$ cat src/rtl/preprocess_word_tracker_pkg.sv
// Shared definitions for the output-port-lookup preprocess stage.
// Holds the word-tracker state encodings and the Ethernet constants
// used by the optional VLAN detector.
package preprocess_pkg;

  // One-hot state encoding of the word-position tracker.
  typedef enum logic [2:0] {
    ST_FIRST    = 3'b001,  // next accepted beat is word 0
    ST_IN_HDR   = 3'b010,  // still issuing word strobes
    ST_WAIT_EOP = 3'b100   // all strobes issued, waiting for tlast
  } tracker_state_t;

  // Ethertype value that marks an 802.1Q tagged frame.
  localparam logic [15:0] ETHERTYPE_VLAN = 16'h8100;

  // Byte offset of the ethertype field inside the first beat.
  localparam int ETHERTYPE_BYTE_OFFSET = 12;

  // Bit index of the MSB of a byte in a bus whose byte 0 sits at the MSBs.
  function automatic int byte_msb(input int bus_width, input int byte_off);
    return bus_width - 1 - 8 * byte_off;
  endfunction

endpackage

$ cat src/rtl/preprocess_word_tracker_beat_counter.sv
// Saturating beat counter: clear wins over increment, and once the
// counter reaches all-ones it stays there until cleared.
module beat_counter #(
  parameter int WIDTH = 8
) (
  input  logic             clk,
  input  logic             reset,
  input  logic             clr,
  input  logic             inc,
  output logic [WIDTH-1:0] cnt
);

  logic sat;
  assign sat = &cnt;

  // Clear on packet end, otherwise count accepted beats up to saturation.
  always_ff @(posedge clk) begin
    if (reset) begin
      cnt <= '0;
    end else if (clr) begin
      cnt <= '0;
    end else if (inc && !sat) begin
      cnt <= cnt + WIDTH'(1);
    end
  end

endmodule

$ cat src/rtl/preprocess_word_tracker.sv
// Packet word-position tracker. Passively taps an AXI-Stream beat flow
// and emits one-hot word strobes for the first C_NUM_STROBES beats of
// every packet, plus sop/eop, a registered runt pulse and (optionally)
// a registered VLAN-present flag.
// Optional feature macro: PREPROCESS_VLAN_EN enables the ethertype compare
// that drives vlan_present; without it vlan_present is tied low.
module preprocess_word_tracker
  import preprocess_pkg::*;
#(
  parameter int C_S_AXIS_DATA_WIDTH = 256,
  parameter int C_NUM_STROBES       = 4,
  parameter int C_BEAT_CNT_WIDTH    = 8
) (
  input  logic                           clk,
  input  logic                           reset,
  input  logic [C_S_AXIS_DATA_WIDTH-1:0] tdata,
  input  logic                           tvalid,
  input  logic                           tready,
  input  logic                           tlast,
  output logic [C_NUM_STROBES-1:0]       word_strobe,
  output logic [C_BEAT_CNT_WIDTH-1:0]    beat_idx,
  output logic                           sop,
  output logic                           eop,
  output logic                           runt,
  output logic                           vlan_present
);

  // Beat index at which the final strobe fires.
  localparam logic [C_BEAT_CNT_WIDTH-1:0] LAST_STROBE =
    C_BEAT_CNT_WIDTH'(C_NUM_STROBES - 1);

  tracker_state_t              state;
  logic                        accept;
  logic [C_BEAT_CNT_WIDTH-1:0] beat_cnt;

  // Only the ethertype bytes are ever looked at; the rest of the beat is
  // passed through untouched downstream, so fold it away explicitly.
  logic unused_tdata;
  assign unused_tdata = ^tdata;

  // A beat counts only when the handshake completes; reset masks
  // everything so no output reacts while the block is being cleared.
  assign accept = tvalid && tready && !reset;

  beat_counter #(
    .WIDTH (C_BEAT_CNT_WIDTH)
  ) u_beat_counter (
    .clk   (clk),
    .reset (reset),
    .clr   (accept && tlast),
    .inc   (accept && !tlast),
    .cnt   (beat_cnt)
  );

  // One-hot word strobes, one comparator per word.
  genvar gi;
  generate
    for (gi = 0; gi < C_NUM_STROBES; gi++) begin : g_strobe
      assign word_strobe[gi] = accept &&
                               (beat_cnt == C_BEAT_CNT_WIDTH'(gi));
    end
  endgenerate

  assign sop      = accept && (state == ST_FIRST);
  assign eop      = accept && tlast;
  assign beat_idx = reset ? '0 : beat_cnt;

  // Packet-position FSM; runt is registered alongside it and flags a
  // packet whose tlast arrived before the final strobe was issued.
  always_ff @(posedge clk) begin
    if (reset) begin
      state <= ST_FIRST;
      runt  <= 1'b0;
    end else begin
      runt <= accept && tlast && (beat_cnt < LAST_STROBE);
      if (accept) begin
        case (state)
          ST_FIRST: begin
            if (tlast)                  state <= ST_FIRST;
            else if (C_NUM_STROBES > 1) state <= ST_IN_HDR;
            else                        state <= ST_WAIT_EOP;
          end
          ST_IN_HDR: begin
            if (tlast)                        state <= ST_FIRST;
            else if (beat_cnt == LAST_STROBE) state <= ST_WAIT_EOP;
          end
          ST_WAIT_EOP: begin
            if (tlast) state <= ST_FIRST;
          end
          default: state <= ST_FIRST;
        endcase
      end
    end
  end

`ifdef PREPROCESS_VLAN_EN
  localparam int ETH_MSB = byte_msb(C_S_AXIS_DATA_WIDTH, ETHERTYPE_BYTE_OFFSET);

  // Sample the ethertype on word 0 and hold the result for the packet.
  always_ff @(posedge clk) begin
    if (reset) begin
      vlan_present <= 1'b0;
    end else if (sop) begin
      vlan_present <= (tdata[ETH_MSB -: 16] == ETHERTYPE_VLAN);
    end
  end
`else
  assign vlan_present = 1'b0;
`endif

endmodule

$ cat config.mk
export PLATFORM = sky130hd
export DESIGN_NAME = preprocess_word_tracker
export DESIGN_NICKNAME = d
export VERILOG_FILES = /design/src/rtl/preprocess_word_tracker_pkg.sv /design/src/rtl/preprocess_word_tracker_beat_counter.sv /design/src/rtl/preprocess_word_tracker.sv
export SDC_FILE = /design/constraint.sdc
export NUM_CORES = 1
export LEC_CHECK = 0
export CORE_AREA = 2 2 108 110
export DETAILED_ROUTE_END_ITERATION = 6
export DIE_AREA = 0 0 110 112
export PLACE_DENSITY = 0.61
export SETUP_SLACK_MARGIN = 0.15
export SLEW_MARGIN = 10
export SYNTH_ARGS = -nofsm -noshare
export SYNTH_HDL_FRONTEND = slang
export SYNTH_SLANG_ARGS = --single-unit
$ cat constraint.sdc
create_clock -name clk -period 2 [get_ports clk]
set_clock_uncertainty 0.1 [all_clocks]
set_input_delay 0.4 -clock clk [delete_from_list [all_inputs] [get_ports clk]]
set_output_delay 0.4 -clock clk [all_outputs]
set_load 0.05 [all_outputs]
Word-level counts from Yosys, hierarchy flattened. Index checks and enable logic that the tools add are counted.

Register bits after elaboration: 12. Input bits: 261. Output and inout bits: 16. Logic and storage cells: 37.

$add $sub $neg: 1. Order comparisons: 1. Equal/unequal tests: 8. Mux-type cells: 6. Reductions and logical operators: 18.

Operators by type and width (count): $eq 8x2->1 const B (2); $logic_and 1x1->1 (11); $mux 3 (3); $pmux 3 s3 (1); $add 8x1->8 const B (1); $eq 8x1->1 const B (1); $logic_not 8->1 (1); $lt 8x2->1 const B (1); $mux 8 (1); $reduce_and 8->1 (1); $eq 3x1->1 const B (1); $eq 3x2->1 const B (1); $eq 3x3->1 const B (1); $logic_not 1->1 (3); $ne 3x3->1 const B (1); $reduce_and 3->1 (1); $mux 2 (1); $ne 2x2->1 const B (1); $reduce_or 2->1 (1).

Logic depth before layout (Yosys ltp). Gate-level depths: netlist of run 1.

Word-level depth: 4. Depth in mapped cells: 6.

Cells and area by module. A second synthesis of run 1 with hierarchy kept.

Cell total of the unflattened synthesis: 90. Area, all modules: 758.2 sq um.

By module, submodules not included: beat_counter (times used 1, cells an instance 44, area an instance 420.4 sq um); preprocess_word_tracker (times used 1, cells an instance 46, area an instance 337.8 sq um).

Worst setup path before layout of run 1. Ideal clock, no wire load.

Path type: flip-flop to output port. Start point: register u_beat_counter.cnt[2]. End point: output port word_strobe[0]. Arrival time: 1789 ps. Required time: 1500 ps. Slack: -289 ps. Stages on the path, launching flop included: 5. Path through: dfxtp_1 -> buf_6 -> or4_4 -> nor4_1 -> and2_1.

Longest elaborated chain between the ends: 2.

RTL lines: start, declared (RTL line preprocess_word_tracker_beat_counter.sv:10) `output logic [WIDTH-1:0] cnt`; start signal, assigned (RTL line preprocess_word_tracker_beat_counter.sv:23) `cnt <= cnt + WIDTH'(1);`; $logic_not 8->1 (RTL line preprocess_word_tracker.sv:60) `(beat_cnt == C_BEAT_CNT_WIDTH'(gi));`; $logic_and 1x1->1 (RTL line preprocess_word_tracker.sv:59) `assign word_strobe[gi] = accept &&`; end, declared (RTL line preprocess_word_tracker.sv:20) `output logic [C_NUM_STROBES-1:0] word_strobe,`.

No other way between the ends.

Worst setup path after layout of run 1.
Start point: register u_beat_counter.cnt[7]. End point: output port word_strobe[0].

The elaborated chain is that of the path after synthesis.

==> results of run 1 <==
## cells by family after synthesis
logic type / after synthesis
compound gates: 15
flops: 12
buf+inv: 9
xor+xnor: 1
simple gates: 47
mux: 3
other cells: 1
fa+ha+maj: 4
## routing by layer
layer / up-vias / part of all wire [%]
met1: 396 / 46
li1: 412 / -
met5: - / 0
met2: 20 / 46
met3: 4 / 6.7
met4: 0 / 0.88
## power groups by stage
stage,sequential (mW),clock (mW),combinational [mW]
final,0.248,0.413,0.102
after global routing,0.249,0.434,0.110
after CTS,0.247,0.421,0.0923
after detailed placement,0.252,0,0.0889
after global placement,0.251,0,0.0891
after floorplan,0.253,0,0.0416
## stage by stage
| step | setup slack, ns | setup TNS (ns) | total power [mW] |
|---|---|---|---|
| after floorplan | 0.01575 | 0 | 0.2942 |
| after global placement | -0.3290 | -2.910 | 0.3404 |
| after detailed placement | -0.3271 | -2.979 | 0.3407 |
| after CTS | -0.2691 | -1.073 | 0.7606 |
| after global routing | -0.2809 | -1.110 | 0.7924 |
| final | -0.2121 | -0.8399 | 0.7636 |
## layout make-up
class                   count  area (um^2)  area share [%]
repair buffers             42        503.0           31.96
multi-input cells          71        545.5           34.66
well taps                 143        178.9           11.37
clock buffers               4        88.84           5.644
flip-flops and latches     12        242.7           15.42
inverters                   4        15.01          0.9539
## synth_stat cells (2+ instances only)
cell type	n	area share, %
dfxtp_1	12	32
nor2_1	7	3.5
nand2_1	6	3.0
nor2b_1	6	5.1
a21oi_1	5	3.4
and2_1	5	4.2
nor3_1	5	3.4
ha_1	4	6.7
inv_1	4	2.0
nand3_1	4	2.7
clkbuf_1	3	1.5
mux2i_1	3	4.0
o21ai_0	3	2.0
and3_1	2	1.7
nor4_1	2	1.7
nor4b_1	2	2.4
or3_1	2	1.7
## registers in the layout, indices dropped and copies added (netlist names)
signal / flops
u_beat_counter.cnt: 8
state: 3
runt: 1
## worst max-delay path: cells and delay by family (launching register included)
kind	cells	cell delay (ns)
buffers and inverters	2	0.31
DFF	1	0.31
and+or+nand+nor	3	0.85
## worst max-delay path by stage
stage,to,cells after the start,slack (ns)
6_report,word_strobe[0],5,-0.21
3_3_place_gp,word_strobe[0],5,-0.33
4_1_cts,word_strobe[0],5,-0.27
5_1_grt,word_strobe[0],5,-0.28
3_5_place_dp,word_strobe[0],5,-0.33
2_1_floorplan,word_strobe[0],4,0.02
## what timing repair did
item | in CTS | in global routing
setup endpoints to repair | 21 | 14
buffers inserted | 3 | 3
pin swaps | 6 | 9
gates resized for setup | 14 | 16
## layout by cell type (no fill, tap or decap), types with 2 or more instances in the layout
master	n
a21oi_1	4
and2_4	4
and3_1	2
buf_12	14
buf_4	21
buf_6	4
clkbuf_16	3
clkbuf_2	2
dfxtp_1	10
dfxtp_2	2
ha_1	3
inv_1	4
mux2i_1	3
nand2_1	6
nand3_1	4
nor2_1	7
nor2b_1	6
nor3_1	3
o21ai_0	2
==> impl_metrics.ini, run 1 <==
[sta]
hold_ws_ns = 0.4492
min_period_over_period_pct = 110.6
fmax_mhz = 452.1
rsz0062_at_grt = yes
fin_ws_ns = -0.2121
finalSetupViolations = 4
fin_crit_ns = 2.212
final-hold-violation-count = 0
drv_slew = 0

[setup_path]
slowest_delay_ns = 0.54
worstPathMaxFanout = 5
r2r_slack_ns = 0.18
worstSetupStartpoint = u_beat_counter.cnt[7]
worstRegToRegCells = 5
r2r-end = u_beat_counter.cnt[4]
cp_data_arrival_time_ns = 1.71
crit_slowest_cell = or4_4
end_kind = output port
worstPathCellList = or4_4 -> nor4_4 -> buf_4 -> and2_4 -> buf_12
critPathRequiredTime_ns = 1.50
r2r-start = u_beat_counter.cnt[1]
critPathLaunchType = register
path_class = register to output port

[synth]
synth_area_um2 = 743.2
ys_types = 34
yosys_register_bits = 12
synthMuxAreaShare_pct = 4.040
synth-main-ff-cell = dfxtp_1
synth_top_family_by_area = simple AND/OR/NAND/NOR gates
synth-xor-area-share_pct = 1.178
synth-async-reset-ratio_pct = 0
syn_nets = 357
avgSynthCellArea_um2 = 8.078
synth-simple-area-share_pct = 36.20
synth_edf_count = 0
synth_fa_ha_area_share_pct = 6.734
synth_compound_area_share_pct = 12.96
postSynthCellCount = 92
ys_seq_area_share_pct = 32.32
ys_warn_count = 0

[status]
violations = setup timing
status = complete, but fails checks

[final_layout]
fillCellCount = 1239
layout-drive-gt1-share_pct = 46.62
diodes = 0
fin_nets = 399
finalInstanceArea_um2 = 1574
fin_util_pct = 14.09
syn2layout_area_growth_pct = 111.8
final_cell_count_no_fill = 276

[pwr]
power.density_nw_per_um2 = 485.1
p_switching_mw = 0.1694
combPwrFrac_pct = 13.4
swShare_pct = 22.18
power.share.clock_pct = 54.1
internal_power_mw = 0.5942
leakage_nw = 0.5750
pwr-share-seq_pct = 32.5
ir_drop_v = 0.0002345

[floorplan]
coreArea_um2 = 11170
fp.dieH_um = 112
rows = 39
initial_core_util_pct = 6.651
die_w_um = 110
dieArea_um2 = 12320
pin_count = 277

[routing]
viasPerCell = 3.014
wl_per_cell_um = 9.076
postRouteAntennaNets = 0
dr.pass1.iters = 4
drc = 0
drt-initial-drc-count = 28
num_vias = 832
wirelength_mm = 2.505

[clock_tree]
clock_latency_ns = 0.24
htreeDepth = 1
cts_hold_buf = 0
cts_root_buffer = clkbuf_16
clock_path_buffers = 2
cts_tree = done
cts.clk_slew.worst_paths_ns = 0.04
cts_made_buffers = 3
clock_sink_count = 12

[global_route]
grt_pass1_wl_mm = 4.340
use_met2_pct = 6.708
use_met3_pct = 1.932
grt_use_met1_pct = 5.801
overflow = 0
grt_pass1_vias = 849
grt_usage_pct = 4.475
antenna_found_initial = 0
grt.busiest_layer = met2
grt_max_degree = 15

[flow_run]
max_cap_violations = 0

[placed_design]
place_inst = 266
gp_congestion = 0.7599
dp_hpwl_mm = 1.874
portBuffers = 19
place_area_um2 = 1374

[worst_hold_path]
min_path_cells = 2
worst_hold_path_type = register to register
hold_start = u_beat_counter.cnt[7]
worstHoldEndpoint = u_beat_counter.cnt[7]
Power figures use the tool's default switching activity.
==> inputs of run 2 (changes only) <==
==> constraint.sdc (replaced) <==
create_clock -name clk -period 1.8 [get_ports clk]
set_clock_uncertainty 0.1 [all_clocks]
set_input_delay 0.36 -clock clk [delete_from_list [all_inputs] [get_ports clk]]
set_output_delay 0.36 -clock clk [all_outputs]
set_load 0.05 [all_outputs]
==> run 2 against run 1 <==
The flow still finishes with violations (setup timing); worst setup slack got worse by 0.17 ns; first-iteration DRC count fell by 11%; worst hold slack got worse by 0.015 ns; die area did not move; flip-flop and latch count did not move; count of clock-buffer cells in the layout did not move; critical endpoint is now word_strobe[1]; largest cell class unchanged; largest power group unchanged.
==> impl_metrics.ini, run 2 (synthesized netlist as in run 1, its figures left out) <==
[final_layout]
regMostFlops = u_beat_counter.cnt
final_common_cell = buf_4
reg_top3 = u_beat_counter.cnt: 8 flops, state: 3 flops, runt: 1 flops
syn2layout_area_growth_pct = 120.2
largest_register_ffs = 8
fin_nets = 400
layout-drive-gt1-share_pct = 53.73
layout_common_cells = buf_4 (17), buf_12 (14), dfxtp_1 (9)
diodes = 0

[clock_tree]
cts_made_buffers = 3
clock_path_buffers = 2
cts_tree = done
cts_root_buffer = clkbuf_16
clock_sink_count = 12
clock_latency_ns = 0.24
cts_hold_buf = 0
cts.clk_slew.worst_paths_ns = 0.04
htreeDepth = 1

[sta]
fmax_mhz = 459.1
fin_crit_ns = 2.178
drv_slew = 0
rsz0062_at_grt = yes
final-hold-violation-count = 0
min_period_over_period_pct = 121.0
finalSetupViolations = 7
fin_ws_ns = -0.3783
tns_ns = -1.558

[pwr]
internal_power_mw = 0.6263
pwr-share-seq_pct = 33.7
power.share.clock_pct = 51.3
power_mw = 0.8160
swShare_pct = 23.25
ir_drop_v = 0.0002412
leakage_nw = 0.6164
p_switching_mw = 0.1897
power.density_nw_per_um2 = 498.6
combPwrFrac_pct = 15.0

[placed_design]
portBuffers = 19
dp_hpwl_mm = 2.029
pre_cts_slack_ns = -0.3983
gp_congestion = 0.7791

[floorplan]
dieArea_um2 = 12320
fp.dieH_um = 112
rows = 39
initial_core_util_pct = 6.651
pin_count = 277
coreArea_um2 = 11170
die_w_um = 110

[routing]
drc = 0
wl_per_cell_um = 9.675
routed.top_layer = met4
viasPerCell = 3.072
drt-initial-drc-count = 25
met3_wirelength_um = 145
met2_wirelength_mm = 1.419
dr.pass1.iters = 4
postRouteAntennaNets = 0
num_vias = 851
wirelength_mm = 2.680
met1Wirelength_mm = 1.095

[global_route]
antenna_found_initial = 0
grt_pass1_wl_mm = 3.960
grt_pass1_vias = 810
grt_usage_pct = 4.199
grt_max_degree = 15
overflow = 0

[setup_path]
end_kind = output port
path_class = register to output port
critPathLaunchType = register
critPathRequiredTime_ns = 1.34
worstRegToRegCells = 4
r2r-start = u_beat_counter.cnt[4]
cp_data_arrival_time_ns = 1.72
r2r-end = state[1]
r2r_slack_ns = -0.04
worstPathMaxFanout = 5

[worst_hold_path]
worst_hold_path_type = register to register
worstHoldEndpoint = state[2]
hold_start = state[2]
min_path_cells = 2

[status]
violations = setup timing
status = complete, but fails checks

[flow_run]
max_cap_violations = 0
-- run 2: changes by cell type in the layout (fill, tap and decap cells not counted), moves of 2 or more --
| cell | previous run | this run |
|---|---|---|
| buf_4 | 21 | 17 |
| nor2b_1 | 6 | 1 |
| buf_6 | 4 | 8 |
| nor2_2 | 0 | 3 |
| nor2b_2 | 0 | 5 |
| nor2_1 | 7 | 4 |
| nor3_4 | 1 | 3 |
-- run 2: layout make-up --
cell class	count	area [um^2]
sequential	12	246.5
inverter	4	15.01
tap	143	178.9
multi-input combinational	72	600.6
fill	1227	9538
timing repair buffer	42	516.7
clock buffer	4	78.83
-- run 2: layer usage --
layer	GRT usage, %	vias to the layer above
met2	6.830	18
li1	-	416
met4	1.266	0
met1	5.018	415
met5	0	-
met3	1.698	2
-- run 2: how the worst max path moves through the flow --
| stage | cells after the start | from | endpoint |
|---|---|---|---|
| global route | 5 | u_beat_counter.cnt[4] | word_strobe[1] |
| CTS | 5 | u_beat_counter.cnt[7] | word_strobe[2] |
| floorplan | 4 | u_beat_counter.cnt[2] | word_strobe[0] |
| detailed placement | 6 | reset | u_beat_counter.cnt[4] |
| global placement | 6 | reset | word_strobe[2] |
| finish | 5 | u_beat_counter.cnt[4] | word_strobe[1] |
-- run 2: critical path: stages (launching register included) --
cell and delay, ns:
dfxtp_2 0.31, or4_4 0.55, nor4_4 0.15, buf_4 0.18
and2_4 0.16, buf_12 0.13
-- run 2: power groups by stage --
stage	clock network, mW	registers (mW)	logic, mW
5_1_grt	0.434	0.275	0.131
4_1_cts	0.422	0.275	0.109
3_3_place_gp	0	0.279	0.104
2_1_floorplan	0	0.280	0.0508
3_5_place_dp	0	0.279	0.105
6_report	0.419	0.275	0.122
-- run 2: timing repair --
item	CTS	global route
endpoints found under the setup margin	22	16
pin swaps	5	7
gates cloned	0	1
setup buffers	2	4
gates resized for setup	11	20
-- run 2: per-stage QoR --
stage | instance area, um^2 | hold slack [ns] | cells | util, %
2_1_floorplan | 829.5 | 0.3609 | 92 | -
3_3_place_gp | 1424 | 0.4090 | 266 | 12.74
3_5_place_dp | 1424 | 0.4048 | 266 | 12.74
4_1_cts | 1539 | 0.4142 | 272 | 13.77
5_1_grt | 1637 | 0.4741 | 277 | 14.65
6_report | 1637 | 0.4343 | 277 | 14.65
==> inputs of run 3 (changes only) <==
--- a/config.mk
+++ b/config.mk
@@ -5,9 +5,11 @@
 export SDC_FILE = /design/constraint.sdc
 export NUM_CORES = 1
 export LEC_CHECK = 0
+export CAP_MARGIN = 30
 export CORE_AREA = 2 2 108 110
 export DETAILED_ROUTE_END_ITERATION = 6
 export DIE_AREA = 0 0 110 112
+export GPL_TIMING_DRIVEN = 0
 export PLACE_DENSITY = 0.61
 export SETUP_SLACK_MARGIN = 0.15
 export SLEW_MARGIN = 10
==> run 3 against run 2 <==
The run still ends with setup timing left; critical path type unchanged; largest cell class unchanged; highest routed layer unchanged; clock power up 8.1%; count of clock-buffer cells in the layout unchanged; non-clock buffer count down 1; first-iteration DRC count down 20%; maximum frequency down 3.4%; final cell count down 0.72%; combinational power down 16%; flip-flop and latch count unchanged; design area down 8.6%.
==> impl_metrics.ini, run 3 (synthesized netlist as in run 1, its figures left out) <==
[routing]
wl_per_cell_um = 9.531
drt-initial-drc-count = 20
viasPerCell = 3.036
dr.pass1.iters = 4
drc = 0
postRouteAntennaNets = 0
num_vias = 835
wirelength_mm = 2.621

[global_route]
grt_use_met1_pct = 4.949
grt.busiest_layer = met2
antenna_found_initial = 0
use_met3_pct = 1.698
overflow = 0
grt_pass1_wl_mm = 4.202
grt_max_degree = 11
grt_pass1_vias = 846
use_met2_pct = 7.403
grt_usage_pct = 4.426

[setup_path]
critPathRequiredTime_ns = 1.34
end_kind = output port
critPathLaunchType = register
cp_data_arrival_time_ns = 1.79
path_class = register to output port
worstPathMaxFanout = 5

[placed_design]
portBuffers = 18
pre_cts_slack_ns = -1.364
place_area_um2 = 1189
gp_congestion = 0.7368
place_inst = 253
dp_hpwl_mm = 1.807

[final_layout]
layout_common_cells = buf_4 (16), buf_6 (11), buf_8 (7), dfxtp_1 (7), nand2_1 (6)
regMostFlops = u_beat_counter.cnt
fin_util_pct = 13.38
finalInstanceArea_um2 = 1495
diodes = 0
syn2layout_area_growth_pct = 101.2
reg_top3 = u_beat_counter.cnt: 8 flops, state: 3 flops, runt: 1 flops
layout-drive-gt1-share_pct = 51.52
fillCellCount = 1253
regArea_um2 = 251.5
multi_input_area_um2 = 569.3
fin_nets = 398
final_cell_count_no_fill = 275
final_common_cell = buf_4
largest_register_ffs = 8

[sta]
drv_slew = 0
fmax_mhz = 443.6
tightest_slew_ns = 0.5954
slew_headroom_pct = 59.75
fin_crit_ns = 2.254
tns_ns = -1.861
finalSetupViolations = 6
fin_ws_ns = -0.4544
rsz0062_at_grt = yes
min_period_over_period_pct = 125.2
final-hold-violation-count = 0
hold_ws_ns = 0.3340

[clock_tree]
clock_latency_ns = 0.24
clock_path_buffers = 2
cts_hold_buf = 0
cts_tree = done
clock_sink_count = 12
cts_root_buffer = clkbuf_16
cts_made_buffers = 3
htreeDepth = 1
cts.clk_slew.worst_paths_ns = 0.04

[floorplan]
die_w_um = 110
initial_core_util_pct = 6.651
fp.dieH_um = 112
dieArea_um2 = 12320
pin_count = 277
rows = 39
coreArea_um2 = 11170

[pwr]
power_mw = 0.8293
power.density_nw_per_um2 = 554.6
ir_drop_v = 0.0002216
leakage_nw = 0.5914

[status]
status = complete, but fails checks
violations = setup timing

[worst_hold_path]
worst_hold_path_type = primary input to register

[flow_run]
max_cap_violations = 0
[run 3: worst paths after layout]
path                    startpoint  slack [ns]        endpoint  depth (start not counted)
max          u_beat_counter.cnt[7]       -0.45  word_strobe[2]                          5
min                          reset        0.33        state[0]                          4
max reg2reg  u_beat_counter.cnt[7]       -0.04        state[1]                          4
min reg2reg               state[2]        0.39        state[2]                          2
[run 3: final cells by class]
type                       instances  share of cell area, %
buffer                             5                  3.013
clock buffer                       4                  5.941
inverter                           4                  1.004
multi-input combinational         71                  38.08
sequential                        12                  16.82
tap                              143                  11.97
timing repair buffer              36                  23.18
[run 3: what timing repair did]
| item | CTS | global route |
|---|---|---|
| endpoints found under the hold margin | 0 | 0 |
| setup buffers | 12 | 5 |
| gates resized for setup | 121 | 15 |
| endpoints found under the setup margin | 25 | 19 |
| gates cloned | 1 | 0 |
| pin swaps | 11 | 4 |
[run 3: worst max-delay path: stages, from the launching register on]
cell and delay [ns]:
dfxtp_4 0.33, or4_4 0.54, nor4_4 0.21, buf_4 0.18, and2_4 0.15, buf_8 0.14
[run 3: power breakdown]
group	internal [mW]	switching [mW]	leakage [nW]
registers	0.268	0.00512	0.100
clock network	0.335	0.118	0.0442
logic	0.0438	0.0594	0.447
[run 3: per-layer routing]
metal	routed length (um)	part of all wire (%)
met3	123	4.7
met1	1066	41
met2	1394	53
met5	0	0
met4	36	1.4
